**config.mk**
```make
export PLATFORM = sky130hd
export DESIGN_NAME = text_source_ctrl
export DESIGN_NICKNAME = d
export VERILOG_FILES = /design/src/rtl/text_source_ctrl_pkg.sv /design/src/rtl/text_out_reg.sv /design/src/rtl/text_source_ctrl.sv
export SDC_FILE = /design/constraint.sdc
export NUM_CORES = 1
export LEC_CHECK = 0
export CAP_MARGIN = 0
export CORE_MARGIN = 4
export CORE_UTILIZATION = 47
export DETAILED_ROUTE_END_ITERATION = 16
export PLACE_DENSITY = 0.78
export SYNTH_ARGS = -nofsm -noshare
export SYNTH_HDL_FRONTEND = slang
export SYNTH_SLANG_ARGS = --single-unit
```
**constraint.sdc**
```tcl
create_clock -name clk -period 2.2 [get_ports clk]
set_input_delay 0.55 -clock clk [delete_from_list [all_inputs] [get_ports clk]]
set_output_delay 0.55 -clock clk [all_outputs]
set_load 0.05 [all_outputs]
```
**src/rtl/text_source_ctrl_pkg.sv**
```systemverilog
`default_nettype none
// ---------------------------------------------------------------------------
// text_source_ctrl_pkg : state encoding and terminator shared by text source/sink
// rev 1.0
// ---------------------------------------------------------------------------
package text_source_ctrl_pkg;

  localparam logic [2:0] S_IDLE    = 3'd0;
  localparam logic [2:0] S_ISSUE   = 3'd1;
  localparam logic [2:0] S_WAIT    = 3'd2;
  localparam logic [2:0] S_PRESENT = 3'd3;
  localparam logic [2:0] S_FINISH  = 3'd4;

  localparam logic [7:0] TERM_BYTE_DEF = 8'h00;

  typedef enum logic [2:0] {
    ST_IDLE    = S_IDLE,
    ST_ISSUE   = S_ISSUE,
    ST_WAIT    = S_WAIT,
    ST_PRESENT = S_PRESENT,
    ST_FINISH  = S_FINISH
  } state_t;

endpackage
`default_nettype wire

```
**src/rtl/text_out_reg.sv**
```systemverilog
`default_nettype none
// ---------------------------------------------------------------------------
// text_out_reg : output byte holding register with valid/ready hold logic
// rev 1.0
// ---------------------------------------------------------------------------
module text_out_reg #(
  parameter int DATA_W = 8
) (
  input  logic              clk,
  input  logic              reset,
  input  logic              load,
  input  logic [DATA_W-1:0] load_data,
  input  logic              ready,
  output logic [DATA_W-1:0] data,
  output logic              valid,
  output logic              fire
);

  assign fire = valid & ready;

  // data only changes on load, so it stays stable for the whole stall
  always_ff @(posedge clk) begin
    if (!reset) begin
      data  <= '0;
      valid <= 1'b0;
    end else if (load) begin
      data  <= load_data;
      valid <= 1'b1;
    end else if (fire) begin
      valid <= 1'b0;
    end
  end

endmodule
`default_nettype wire

```
**src/rtl/text_source_ctrl.sv**
```systemverilog
`default_nettype none
// ---------------------------------------------------------------------------
// text_source_ctrl : walks the text ROM and streams bytes over valid/ready
// rev 1.0
// ---------------------------------------------------------------------------
module text_source_ctrl
  import text_source_ctrl_pkg::*;
#(
  parameter int                ADDR_W    = 8,
  parameter int                DATA_W    = 8,
  parameter int                RD_LAT    = 1,
  parameter logic [DATA_W-1:0] TERM_BYTE = DATA_W'(TERM_BYTE_DEF)
) (
  input  logic              clk,
  input  logic              reset,
  input  logic              start,
  input  logic              loop_en,
  output logic [ADDR_W-1:0] rom_addr,
  output logic              rom_rden,
  input  logic [DATA_W-1:0] rom_q,
  output logic [DATA_W-1:0] tx_data,
  output logic              tx_valid,
  input  logic              tx_ready,
  output logic              busy,
  output logic              done
);

  localparam int                LAT_W     = 2;
  localparam logic [ADDR_W-1:0] LAST_ADDR = '1;
  localparam logic [LAT_W-1:0]  LAT_LOAD  = LAT_W'(RD_LAT - 1);

  state_t           state;
  logic [LAT_W-1:0] lat_cnt;
  logic             rom_valid;
  logic             load_byte;
  logic             tx_fire;

  assign rom_valid = (state == ST_WAIT) && (lat_cnt == '0);
  assign load_byte = rom_valid && (rom_q != TERM_BYTE);

  // done is qualified by loop_en during the single FINISH cycle
  assign done = (state == ST_FINISH) && !loop_en;

  always_ff @(posedge clk) begin
    if (!reset) begin
      state    <= ST_IDLE;
      rom_addr <= '0;
      rom_rden <= 1'b0;
      busy     <= 1'b0;
      lat_cnt  <= '0;
    end else begin
      rom_rden <= 1'b0;
      case (state)
        ST_IDLE: begin
          if (start) begin
            rom_addr <= '0;
            rom_rden <= 1'b1;
            busy     <= 1'b1;
            state    <= ST_ISSUE;
          end
        end
        ST_ISSUE: begin
          lat_cnt <= LAT_LOAD;
          state   <= ST_WAIT;
        end
        ST_WAIT: begin
          if (lat_cnt == '0) begin
            state <= (rom_q == TERM_BYTE) ? ST_FINISH : ST_PRESENT;
          end else begin
            lat_cnt <= lat_cnt - 1'b1;
          end
        end
        ST_PRESENT: begin
          if (tx_fire) begin
            if (rom_addr == LAST_ADDR) begin
              state <= ST_FINISH;
            end else begin
              rom_addr <= rom_addr + 1'b1;
              rom_rden <= 1'b1;
              state    <= ST_ISSUE;
            end
          end
        end
        ST_FINISH: begin
          if (loop_en) begin
            rom_addr <= '0;
            rom_rden <= 1'b1;
            state    <= ST_ISSUE;
          end else begin
            busy  <= 1'b0;
            state <= ST_IDLE;
          end
        end
        default: begin
          busy  <= 1'b0;
          state <= ST_IDLE;
        end
      endcase
    end
  end

  text_out_reg #(
    .DATA_W (DATA_W)
  ) u_out_reg (
    .clk       (clk),
    .reset     (reset),
    .load      (load_byte),
    .load_data (rom_q),
    .ready     (tx_ready),
    .data      (tx_data),
    .valid     (tx_valid),
    .fire      (tx_fire)
  );

endmodule
`default_nettype wire

```
==> summary by stage <==
Power and ir drop
For this design the static power due to leakage is 0.000632 uW. The worst-case IR drop observed on VDD is 0.000514 V. Power spread over the standard cell area amounts to 598 nW/um2.

The portion of total power attributed to combinational logic is 25.8%. The clock share of power is 24.2%. The internal power component is 667 uW. Sequential cells account for 50.0% of the total power. The net switching power of the design is 313 uW. Overall power consumption after layout is estimated at 981 uW.

The switching share of total power is 32.0%.

Worst hold path
The worst hold path terminates at u_out_reg.data[1]. The beginning of the worst hold path is u_out_reg.data[1]. The kind of path behind the tightest hold check is register to register.

The cell depth of the worst min-delay path is 2.

Worst setup path
The top cell family by delay on the critical path is buffers and inverters. The critical path buffer and inverter count is 1. STA classifies the critical path endpoint as an output pin. The critical path in this run is classified as register to output pin.

The start of the worst register-to-register path is state[1]. The required time at the worst-slack endpoint is 1.65 ns. The longest individual stage delay on the worst path is 0.84 ns. The kind of start point of the critical path is a register. Along the worst path, the maximum fanout reaches 6. Data on the critical path arrives at its endpoint at 1.59 ns. The critical path goes through clkdlybuf4s50_1. The setup check on the worst reg-to-reg path leaves a slack of 0.40 ns.

On the critical path, the stage with the largest delay is an instance of clkdlybuf4s50_1. Measured in cells, the most critical reg-to-reg path has a length of 4. The worst register-to-register path ends at rom_addr[3].

Timing
Timing would allow up to 468 MHz. The final number of setup-violating endpoints is 0. The final count of hold timing violations is 0.

Setup repair after global routing left no endpoint under its margin. The clock period minus worst slack is 2.14 ns. Final hold analysis gives a worst-case slack of 0.519 ns.

At the pin with the least slew margin, the transition time is 0.523 ns. Headroom to the max-slew limit came out at 65.1%. The worst path uses 97.1% of the clock period. For the final database, setup skew stands at 0.00284 ns. The number of pins with negative max-slew slack in the final report is 0.

Final layout
The filler cells instantiated in the layout total 216. The post-synthesis to final-layout area growth is 34.6%. The final layout contains 198 nets. Across the whole layout, storage elements account for 480 um2. The count of inserted antenna diode cells is 0. The finished cells cover 1640 um2. Cells fill 66.2% of the core in the end. Of the cells placed in the final design, the portion with a size suffix greater than 1 is 6.59%.

In the final layout, the multi-input gates occupy 686 um2. The final standard cell count with taps included and fillers excluded is 212.

Clocking
The number of H-tree levels is 1. The CTS tree is done. In this run the clock root is driven by a clkbuf_4.

The total CTS buffers is 3. The clock net in this run drives a total of 24 sinks. No sink is reached through more buffers than the 2 on the longest clock path. The clock latency on the worst-skew pair is 0.32 ns. For this design, the CTS-stage hold fixing added 0 buffers.

After clock tree synthesis, the clock-pin slew on the worst setup and hold paths is 0.13 ns.

Global route
The largest net degree at the start of global routing is 18. The number of global-route vias before repair is 1165. The number of antenna violations at the first check in global routing was 0.

The first global-routing pass estimated 4970 um of wire. Global routing consumed, over all layers together, 18.6% of the routing resources. The global route total overflow is 0.

Drt
Before antenna repair, the detailed router went through 4 iterations. The routed wire length on met2 is 1390 um. In the final routing, the length of wire on met1 measures 1280 um. The number of DRC markers in iteration 0 is 51. In the detailed route, the total length drawn on met3 is 245 um. The number of nets with antenna violations after detailed routing is 0. The DRC violations left is 0. The count of vias placed by the detailed router is 1219. Signal routing reaches up to met4. Dividing the detail-routed via count by the number of cells gives 5.75. Wires add up to 2940 um. In the final routed layout, each cell accounts on average for 13.9 um.

Yosys
Dividing the synthesized area by the synthesized cell count gives 8.23 um2. The share of Yosys cell area claimed by the top area cell type is 39.4%. The cell accounting for the most synthesized area is dfxtp_1. The most used flip-flop cell after synthesis is dfxtp_1. The total number of yosys warnings is 0.

The number of distinct library cells after synthesis is 40. Sorting the synthesized cells by area gives the leading types as dfxtp_1, mux2i_1, nor2_1. The async set-reset flop share out of synthesis is 0%. The number of enable flip-flop cells after synthesis is 0. The number of nets in the synthesized netlist is 163. The summed instance area of the synthesized netlist is 1220 um2. The fraction of the yosys area taken by sequential cells is 39.4%. After technology mapping, the gate count stands at 148. After synthesis the netlist holds a flip-flop and latch count of 24.

Placement
During placement, the flow inserted port buffers numbering 32. The total placed cells including tap cells is 208. The placed cell area is 1600 um2. The congestion estimate from routability-driven global placement came to 0.800.

Detailed placement ended at an HPWL of 2150 um.

Die
33 I/O pins were placed. The vertical die dimension is 58.9 um. After floorplanning, the core was sized to cover 2480 um2.

The die covers 3470 um2. The width of the chip is 58.9 um. Once the floorplan was initialized, standard cells occupied 49.2% of the core. The placement row count is 18.

Job
The max-capacitance violation count is 0.

Status
The run finished with clean final reports.
[cells in the final DEF (no fill, tap or decap), drive strengths merged, types with 4 or more instances in the layout]
cell type / instances
clkdlybuf4s50: 27
dfxtp: 24
nor2: 16
nand2: 12
inv: 9
mux2i: 9
nand3: 9
a21oi: 6
o21ai: 6
buf: 5
o22ai: 4
clkbuf: 4
[how the worst max path moves through the flow]
stage / startpoint / to / slack (ns) / cells after the start
final: rom_addr[0] / rom_addr[0] / 0.06 / 1
after global routing: rom_addr[0] / rom_addr[0] / 0.008 / 1
after CTS: rom_addr[4] / rom_addr[4] / 0.01 / 1
after detailed placement: rom_q[5] / state[0] / -0.04 / 5
after global placement: rom_q[5] / state[0] / 0.03 / 5
after floorplan: rom_addr[0] / state[0] / 0.35 / 5
[cell type report]
class | instances | area share (%)
sequential | 24 | 29.3
timing repair buffer | 36 | 22.3
clock buffer | 4 | 2.21
multi-input combinational | 109 | 41.8
tap | 30 | 2.29
inverter | 9 | 2.06
[per-stage QoR]
| step | TNS, ns | setup slack (ns) |
|---|---|---|
| after floorplan | 0 | 0.353 |
| after global placement | 0 | 0.0264 |
| after detailed placement | -0.0392 | -0.0392 |
| after CTS | 0 | 0.0112 |
| after global routing | 0 | 0.00811 |
| final | 0 | 0.0646 |
[power groups by stage]
stage	Sequential (uW)	Combinational, uW	Clock, uW
finish	490	253	237
global route	495	276	261
CTS	489	254	247
detailed placement	498	254	0
global placement	498	251	0
floorplan	543	118	0
[registers in the layout, summed over array words and instances, names as in the netlist]
register / count
lat_cnt: 2
rom_addr: 8
busy: 1
rom_rden: 1
state: 3
u_out_reg.valid: 1
u_out_reg.data: 8
[cell usage after synthesis, drive strengths merged, types with 4 or more instances]
library cell and n:
inv 9, nand2 12, clkbuf 4, o21ai 6
mux2i 9, dfxtp 24, nand3 9, nor2 16
o22ai 4, a21oi 6
[kinds of logic (layout without fill, tap and decap cells)]
kind of cell,Yosys count,after routing,synth area share [%]
buffers and inverters,15,49,4.82
AOI/OAI and AO/OA,35,35,19.1
muxes,9,9,7.39
DFF,24,24,39.4
adders and majority gates,2,2,2.05
and+or+nand+nor,63,63,27.2
[routing by layer]
metal	global-route usage, %	vias to the layer above
li1	-	610
met5	0	-
met4	7.77	0
met3	5.70	2
met2	32.5	44
met1	20.7	563
[worst reg2reg max path, cell delays in order, from the launching register on]
cell,delay (ns)
dfxtp_1,0.67
and3b_1,0.29
a2bb2oi_1,0.13
or4_1,0.48
a31oi_1,0.17
[timing repair]
item	in CTS	in global routing
resized for setup	1	3
hold endpoints to repair	0	0
endpoints found under the setup margin	1	3
setup buffers	0	0
No activity file was read; power rests on OpenSTA's default activity.
